--- src/rtl/aes_dec_pkg.sv ---
// Shared types and helpers for the AES decryption key path.
// Round keys are MSB-first: bit 0 is the top bit of byte 0.
package aes_dec_pkg;

    typedef logic [0:127] rkey_t;

    localparam int AES128_NR = 10;

    typedef enum logic [1:0] {
        EMPTY = 2'd0,
        LOAD  = 2'd1,
        FULL  = 2'd2,
        PLAY  = 2'd3
    } state_e;

    // Multiply by x in GF(2^8) modulo x^8+x^4+x^3+x+1
    function automatic logic [7:0] xtime(input logic [7:0] b);
        return {b[6:0], 1'b0} ^ (b[7] ? 8'h1b : 8'h00);
    endfunction

endpackage

--- src/rtl/inv_mix_columns_word.sv ---
// Combinational InvMixColumns on one 32-bit column, byte 0 in col[31:24].
module inv_mix_columns_word
    import aes_dec_pkg::*;
(
    input  logic [31:0] col,
    output logic [31:0] res
);

    logic [7:0] a   [4];
    logic [7:0] m9  [4];
    logic [7:0] m11 [4];
    logic [7:0] m13 [4];
    logic [7:0] m14 [4];

    always_comb begin
        for (int i = 0; i < 4; i++) begin
            a[i]   = col[31-8*i -: 8];
            m9[i]  = xtime(xtime(xtime(a[i]))) ^ a[i];
            m11[i] = m9[i] ^ xtime(a[i]);
            m13[i] = m9[i] ^ xtime(xtime(a[i]));
            m14[i] = xtime(xtime(xtime(a[i]))) ^ xtime(xtime(a[i])) ^ xtime(a[i]);
        end
    end

    // Row r uses the circulant {14,11,13,9} rotated right by r
    always_comb begin
        res = '0;
        for (int r = 0; r < 4; r++) begin
            res[31-8*r -: 8] = m14[r] ^ m11[(r+1)%4] ^ m13[(r+2)%4] ^ m9[(r+3)%4];
        end
    end

endmodule

--- src/rtl/rkey_reverse_buf.sv ---
// Captures forward round keys from the expander and replays them in reverse
// order to the decrypt datapath, optionally in equivalent-inverse-cipher form.
module rkey_reverse_buf
    import aes_dec_pkg::*;
#(
    parameter int NR     = AES128_NR,
    parameter bit EQ_INV = 1'b0
) (
    input  logic  clk,
    input  logic  rst,
    input  logic  flush,
    input  rkey_t rkey_in,
    input  logic  rkey_in_vld,
    input  logic  rkey_in_last,
    output logic  ld_rdy,
    output logic  ld_err,
    output logic  keys_valid,
    input  logic  rd_start,
    output logic  rd_rdy,
    output rkey_t rk_out,
    output logic  rk_out_vld,
    output logic  rk_out_first,
    output logic  rk_out_last
);

    localparam int CW = $clog2(NR + 1);
    localparam logic [CW-1:0] LAST_IDX = CW'(NR);

    state_e        state;
    logic [CW-1:0] wr_cnt;
    logic [CW-1:0] rd_ptr;
    logic          pend;
    rkey_t         keys [0:NR];

    rkey_t         imc_key;
    rkey_t         wr_data;
    logic [CW-1:0] wr_idx;
    logic          wr_en;

    generate
        if (EQ_INV) begin : g_imc
            for (genvar c = 0; c < 4; c++) begin : g_col
                inv_mix_columns_word u_imc (
                    .col (rkey_in[32*c +: 32]),
                    .res (imc_key[32*c +: 32])
                );
            end
        end else begin : g_raw
            assign imc_key = rkey_in;
        end
    endgenerate

    always_comb begin
        wr_en  = 1'b0;
        wr_idx = '0;
        if (!flush && rkey_in_vld) begin
            case (state)
                EMPTY:   wr_en = 1'b1;
                LOAD: begin
                    wr_en  = 1'b1;
                    wr_idx = wr_cnt;
                end
                FULL:    wr_en = !rd_start && !pend;
                default: wr_en = 1'b0;
            endcase
        end
        // First and last round keys are used raw even in the equivalent cipher
        wr_data = (EQ_INV && wr_idx != '0 && wr_idx != LAST_IDX) ? imc_key : rkey_in;
    end

    always_ff @(posedge clk) begin
        if (wr_en && wr_idx <= LAST_IDX)
            keys[wr_idx] <= wr_data;
    end

    always_ff @(posedge clk or negedge rst) begin
        if (!rst) begin
            state        <= EMPTY;
            wr_cnt       <= '0;
            rd_ptr       <= '0;
            pend         <= 1'b0;
            ld_rdy       <= 1'b1;
            ld_err       <= 1'b0;
            keys_valid   <= 1'b0;
            rd_rdy       <= 1'b0;
            rk_out       <= '0;
            rk_out_vld   <= 1'b0;
            rk_out_first <= 1'b0;
            rk_out_last  <= 1'b0;
        end else begin
            ld_err       <= 1'b0;
            rk_out_vld   <= 1'b0;
            rk_out_first <= 1'b0;
            rk_out_last  <= 1'b0;
            if (flush) begin
                state      <= EMPTY;
                wr_cnt     <= '0;
                rd_ptr     <= '0;
                pend       <= 1'b0;
                ld_rdy     <= 1'b1;
                keys_valid <= 1'b0;
                rd_rdy     <= 1'b0;
                rk_out     <= '0;
            end else begin
                case (state)
                    EMPTY: begin
                        if (rkey_in_vld) begin
                            if (rkey_in_last) begin
                                ld_err <= 1'b1;
                            end else begin
                                state  <= LOAD;
                                wr_cnt <= CW'(1);
                                ld_rdy <= 1'b0;
                            end
                        end
                    end
                    LOAD: begin
                        if (!rkey_in_vld || (rkey_in_last != (wr_cnt == LAST_IDX))) begin
                            ld_err <= 1'b1;
                            state  <= EMPTY;
                            wr_cnt <= '0;
                            ld_rdy <= 1'b1;
                        end else if (rkey_in_last) begin
                            state      <= FULL;
                            wr_cnt     <= '0;
                            keys_valid <= 1'b1;
                            ld_rdy     <= 1'b1;
                            rd_rdy     <= 1'b1;
                        end else begin
                            wr_cnt <= wr_cnt + 1'b1;
                        end
                    end
                    FULL: begin
                        if (rd_start || pend) begin
                            pend         <= 1'b0;
                            state        <= PLAY;
                            rk_out       <= keys[LAST_IDX];
                            rk_out_vld   <= 1'b1;
                            rk_out_first <= 1'b1;
                            rd_ptr       <= LAST_IDX - 1'b1;
                            ld_rdy       <= 1'b0;
                            rd_rdy       <= 1'b0;
                        end else if (rkey_in_vld) begin
                            keys_valid <= 1'b0;
                            rd_rdy     <= 1'b0;
                            if (rkey_in_last) begin
                                ld_err <= 1'b1;
                                state  <= EMPTY;
                            end else begin
                                state  <= LOAD;
                                wr_cnt <= CW'(1);
                                ld_rdy <= 1'b0;
                            end
                        end
                    end
                    PLAY: begin
                        // The cycle showing round 0 is the mandatory idle slot; a start
                        // taken here is parked and launched from FULL next cycle.
                        if (rk_out_last) begin
                            state <= FULL;
                            if (rd_start) begin
                                pend   <= 1'b1;
                                rd_rdy <= 1'b0;
                            end else begin
                                ld_rdy <= 1'b1;
                            end
                        end else begin
                            rk_out     <= keys[rd_ptr];
                            rk_out_vld <= 1'b1;
                            if (rd_ptr == '0) begin
                                rk_out_last <= 1'b1;
                                rd_rdy      <= 1'b1;
                            end else begin
                                rd_ptr <= rd_ptr - 1'b1;
                            end
                        end
                    end
                    default: state <= EMPTY;
                endcase
            end
        end
    end

endmodule

--- config.mk ---
export PLATFORM = sky130hd
export DESIGN_NAME = rkey_reverse_buf
export DESIGN_NICKNAME = d
export VERILOG_FILES = /design/src/rtl/aes_dec_pkg.sv /design/src/rtl/inv_mix_columns_word.sv /design/src/rtl/rkey_reverse_buf.sv
export SDC_FILE = /design/constraint.sdc
export NUM_CORES = 2
export LEC_CHECK = 0
export ABC_CLOCK_PERIOD_IN_PS = 13300
export BUFFER_PORTS_ARGS = -buffer_cell sky130_fd_sc_hd__buf_2
export CELL_PAD_IN_SITES_DETAIL_PLACEMENT = 0
export CELL_PAD_IN_SITES_GLOBAL_PLACEMENT = 1
export CORE_AREA = 2 2 363 365
export CTS_CLUSTER_SIZE = 20
export DETAILED_ROUTE_END_ITERATION = 7
export DIE_AREA = 0 0 365 367
export PLACE_DENSITY_LB_ADDON = 0.05
export SYNTH_ARGS = -nofsm -noshare
export SYNTH_HDL_FRONTEND = slang
export SYNTH_SLANG_ARGS = --single-unit
--- constraint.sdc ---
create_clock -name clk -period 13.3 [get_ports clk]
set_clock_uncertainty 0.1 [all_clocks]
set_input_delay 3.325 -clock clk [delete_from_list [all_inputs] [get_ports clk]]
set_output_delay 3.325 -clock clk [all_outputs]
set_load 0.005 [all_outputs]
=== Word level (Yosys, flattened, before mapping) ===
Memory sizes are Yosys's and may differ from the RTL's.
Cells that the tools add are included.

* Multiplexer cells: 73
* Order comparisons: 1
* Reductions and logical operators: 24
* Equality and inequality tests: 21
* Add/sub/neg operators: 2

{| class="wikitable"
|+ Operators with widths
! operator !! number
|-
| two-way mux 128 bit || 3
|-
| case mux 128 bit (2 select lines) || 1
|-
| two-way mux 4 bit || 12
|-
| two-way mux 1 bit || 39
|-
| != test 3 bit, second input constant || 12
|-
| two-way mux 2 bit || 8
|-
| != test 4 bit, second input constant || 4
|-
| case mux 4 bit (3 select lines) || 1
|-
| AND reduction 5 bit || 2
|-
| case mux 1 bit (2 select lines) || 4
|-
| case mux 2 bit (4 select lines) || 1
|-
| case mux 4 bit (2 select lines) || 1
|-
| AND reduction 4 bit || 2
|-
| nonzero test 4 bit || 2
|-
| case mux 1 bit (3 select lines) || 2
|-
| AND reduction 3 bit || 2
|-
| AND reduction 6 bit || 1
|-
| nonzero test 3 bit || 2
|-
| adder 4 x 1 -> 4 bit, second input constant || 1
|-
| == test 2 bit, second input constant || 2
|-
| == test 4 bit, second input constant || 1
|-
| less-or-equal comparator 4 bit, second input constant || 1
|-
| zero test 1 bit || 4
|-
| zero test 4 bit || 1
|-
| 9 further kinds || 12
|}

* Input port bits: 134
* Logic and storage cells: 134
* Bits in writable memories: 1408
* Flip-flop bits (word level): 146
* Output and inout bits: 135
* Memories: 1

{| class="wikitable"
|+ Memories
! memory !! depth !! bits a word !! read ports !! clocked after memory_dff !! wr ports !! RTL line !! source
|-
| keys || 11 || 128 || 2 || 0 || 1 || rkey_reverse_buf.sv:33 || <nowiki>rkey_t keys [0:NR];</nowiki>
|}

=== Logic depth before layout (Yosys ltp) ===
* Depth in word-level cells: 7
* Depth in mapped cells: 9

=== Least setup slack after synthesis ===
Ideal clock, no wire load.

* Path kind: in2reg
* Start point: input rkey_in_vld
* End point: memory keys[3][0] in the netlist's numbering (enable)
* Setup slack: -3719 ps
* Required time: 12272 ps
* Arrival: 15991 ps
* Setup time: 928 ps
* Stages: 4
* Buffers on the path: 1
* Cells stage by stage: buf_2 nand3_1 or3_1 nor4_1

* Word-level cells in the longest chain between the ends: 6
* Elaborated cells between the ends (all ways): 7
* Classes of those cells: order compare (1); mux (4); reduce/logical (2)

{| class="wikitable"
|+ RTL lines
! item !! RTL line !! source
|-
| start: declaration || rkey_reverse_buf.sv:13 || <nowiki>input logic rkey_in_vld,</nowiki>
|-
| logical AND 1 bit (*) || rkey_reverse_buf.sv:56 || <nowiki>if (!flush && rkey_in_vld) begin</nowiki>
|-
| two-way mux 4 bit || rkey_reverse_buf.sv:56 ||
|-
| less-or-equal comparator 4 bit || rkey_reverse_buf.sv:72 || <nowiki>if (wr_en && wr_idx <= LAST_IDX)</nowiki>
|-
| logical AND 1 bit || rkey_reverse_buf.sv:72 ||
|-
| two-way mux 1 bit || rkey_reverse_buf.sv:72 ||
|-
| two-way mux 1 bit (implied by the code) || rkey_reverse_buf.sv:73 || <nowiki>keys[wr_idx] <= wr_data;</nowiki>
|-
| end: declaration || rkey_reverse_buf.sv:33 ||
|}

Mark *: on every way between the ends. The rest lies on a longest branch, timed or not.

=== Final worst setup path ===
* Start point: input flush
* End point: memory keys[10][99] in the netlist's numbering (enable)

* Word-level cells in the longest chain between the ends: 7
* Elaborated cells between the ends (all ways): 8
* Classes of those cells: order compare (1); mux (4); reduce/logical (3)

{| class="wikitable"
|+ RTL lines
! item !! RTL line !! source
|-
| start: declaration || rkey_reverse_buf.sv:11 || <nowiki>input logic flush,</nowiki>
|-
| zero test 1 bit (*) || rkey_reverse_buf.sv:56 ||
|-
| logical AND 1 bit (*) || rkey_reverse_buf.sv:56 ||
|-
| two-way mux 4 bit || rkey_reverse_buf.sv:56 ||
|-
| less-or-equal comparator 4 bit || rkey_reverse_buf.sv:72 ||
|-
| logical AND 1 bit || rkey_reverse_buf.sv:72 ||
|-
| two-way mux 1 bit || rkey_reverse_buf.sv:72 ||
|-
| two-way mux 1 bit (implied by the code) || rkey_reverse_buf.sv:73 ||
|}

Marks and branches as above.

==> flow_metrics.py <==
metrics = {
    "timing": {
        "hold_violations": 0,
        "rsz0062_at_grt": "no",
        "period_share_pct": 55.4,
        "max_freq_mhz": 136,
        "tns_ns": 0,
        "slew_viol_final": 0,
        "fin_crit_ns": 7.37,
        "maxSlewHeadroom_pct": 21.8,
        "worst_pin_slew_ns": 1.17,
        "finalSetupViolCount": 0,
    },
    "setup_path": {
        "end_kind": "flop",
        "r2r_slack_ns": 7.81,
        "worstSetupPathType": "primary input to flop",
        "crit_path_start": "flush",
        "crit-reg2reg-launch": "state[0]",
        "crit_fanout": 48,
        "crit_arrival_ns": 7.66,
        "r2r_end": "keys[10][99]",
        "startpoint_type": "primary input",
        "reg2reg_depth": 8,
        "crit_end": "keys[10][99]",
        "crit_required_ns": 13.60,
    },
    "cts": {
        "clkLatencyLatePin_ns": 0.78,
        "clk_pin_slew_ns": 0.05,
        "cts_tree": "built",
        "cts_hold_buf": 0,
        "htreeDepth": 4,
        "root_buffer": "clkbuf_16",
        "postCtsSetupBuffers": 0,
        "cts_inserted_buffers": 165,
        "post_cts_resized": 0,
        "clock_sink_count": 1554,
        "ctsLongestPathBuffers": 3,
    },
    "logic_synthesis": {
        "ys_seq_elements": 1554,
        "synth_top_flop_cell": "edfxtp_1",
        "syn_inst": 3728,
        "seq_area_frac_synth_pct": 75.5,
        "synth_edf_count": 1408,
        "yosysUniqueCellTypes": 59,
        "postSynth.asyncResetShare_pct": 9.40,
        "syn_area_per_cell_um2": 16.3,
        "syn_nets": 3870,
        "yosysWarnings": 0,
        "syn-cell-area_um2": 60900,
    },
    "cells_and_area": {
        "seq_area_um2": 45900,
        "fin_nets": 4118,
        "syn_to_final_growth_pct": 13.5,
        "drive_above_1_share_pct": 17.3,
        "multi_input_comb_area_um2": 13700,
        "fill_cells": 10600,
    },
    "global_route": {
        "grt.total_usage_pct": 23.6,
        "grt_overflow": 0,
        "grt_pass1_wl_mm": 230,
        "grt_pass1_vias": 34700,
        "grt_max_degree": 141,
        "grt_antenna_before_repair": 26,
    },
    "pwr": {
        "p_per_area_nw_per_um2": 153,
        "total_power_mw": 10.6,
        "leakagePower_nw": 22.6,
        "ir_drop_mv": 0.135,
    },
    "drt": {
        "wire_per_inst_um": 26.9,
        "vias": 34000,
        "drt_wl_total_mm": 158,
        "via_per_inst": 5.78,
        "firstDrtPassIters": 5,
        "drtAntennaViolNets": 0,
        "drc": 0,
        "first_iter_violations": 2784,
    },
    "placement": {
        "io_buffers": 268,
        "hpwl_mm": 78.2,
        "gp_congestion": 0.769,
    },
    "floorplan": {
        "core_area_um2": 130000,
        "dieWidth_um": 365,
        "die_height_um": 367,
        "dieArea_um2": 134000,
        "fp-row-count": 133,
        "num_io_pins": 269,
        "initial_core_util_pct": 46.7,
    },
    "worst_hold_path": {
        "hold_class": "flop to flop",
    },
    "run": {
        "drv_cap": 0,
    },
    "run_status": {
        "status": "finished, final reports clean",
    },
}
synthesized netlist by cell type (8+ instances only):
cell,n,share of area [%]
buf_4,34,0.42
dfrtp_1,145,6.0
buf_1,8,0.049
nor2_1,279,1.7
a31oi_1,130,1.3
a21oi_1,133,1.1
buf_2,66,0.54
ha_1,8,0.16
buf_6,38,0.70
o31ai_1,131,1.6
mux2_2,128,2.4
inv_1,9,0.056
o21ai_0,131,1.1
clkbuf_1,91,0.56
mux2i_1,512,8.4
o221ai_1,128,1.8
nand2_1,270,1.7
nor3_1,8,0.066
edfxtp_1,1408,69
power by group:
| group | internal (mW) | switching [mW] | total (mW) |
|---|---|---|---|
| Clock | 2.65 | 1.84 | 4.49 |
| Combinational | 0.182 | 0.438 | 0.619 |
| Sequential | 5.42 | 0.0638 | 5.48 |
| Total | 8.25 | 2.34 | 10.6 |
cells by family (layout without fill, tap and decap cells):
kind of cell | after synthesis | in the layout | synth area share, %
multiplexers | 640 | 640 | 10.8
XOR/XNOR | 2 | 2 | 0.0288
AND/OR/NAND/NOR | 593 | 593 | 3.85
AO/OA/AOI/OAI | 684 | 684 | 7.36
buffers and inverters | 247 | 638 | 2.34
flip-flops | 1554 | 1554 | 75.5
adder cells (fa/ha/maj) | 8 | 8 | 0.164
other | 0 | 9 | 0
sequential cells by signal, indices dropped and copies added (netlist names):
name,cells
rk_out_last,1
rd_rdy,1
wr_cnt,4
rk_out,128
rd_ptr,4
ld_rdy,1
rk_out_first,1
keys,1408
state,2
pend,1
ld_err,1
keys_valid,1
rk_out_vld,1
cells in the final DEF (no fill, tap or decap), drive strengths merged, types with 20 or more instances in the layout:
master and n:
o31ai 131, mux2i 512, o221ai 128, mux2 128
a21oi 133, clkbuf 234, nor2 279, edfxtp 1408
buf 319, o21ai 138, inv 20, dfrtp 145
clkinv 51, nand2 270, a31oi 130
metal layers:
layer,up-vias,track usage (%),share of wire (%)
met5,-,0,0.026
met4,6,6.99,2.3
met3,236,4.13,5.7
met2,1012,37.8,47
met1,17700,33.1,45
li1,15100,-,-
how the worst min path moves through the flow:
stage	start	end	cells past startpoint
2_1_floorplan	ld_rdy	ld_rdy	2
4_1_cts	ld_rdy	ld_rdy	2
3_3_place_gp	ld_rdy	ld_rdy	2
5_1_grt	ld_rdy	ld_rdy	2
6_report	ld_rdy	ld_rdy	2
3_5_place_dp	ld_rdy	ld_rdy	2
cell type report:
| type | instances | share of cell area (%) |
|---|---|---|
| sequential | 1554 | 66.5 |
| multi-input combinational | 1927 | 19.8 |
| clock buffer | 234 | 6.75 |
| tap | 1755 | 3.18 |
| timing repair buffer | 319 | 2.70 |
| clock inverter | 76 | 0.982 |
| inverter | 9 | 0.0489 |
| antenna | 9 | 0.0326 |
critical path, cell delays in order:
cell and delay, ns:
buf_2 0.25, nor2_4 0.90, o2111ai_1 0.27, or2_1 0.40, nor3_4 0.15, buf_4 0.69, buf_4 0.73, buf_4 0.80
per-stage QoR:
stage / setup slack (ns) / instance area, um^2 / util (%) / std cells / hold WS, ns
detailed placement: 5.16 / 63700 / 48.8 / 5564 / 0.358
global route: 5.74 / 69100 / 52.9 / 5878 / 0.416
CTS: 6.00 / 69100 / 52.9 / 5874 / 0.373
global placement: 5.16 / 63700 / 48.8 / 5564 / 0.384
finish: 5.93 / 69100 / 52.9 / 5883 / 0.373
floorplan: 1.71 / 60900 / - / 3728 / 0.354
(Power assumes the default switching activity.)
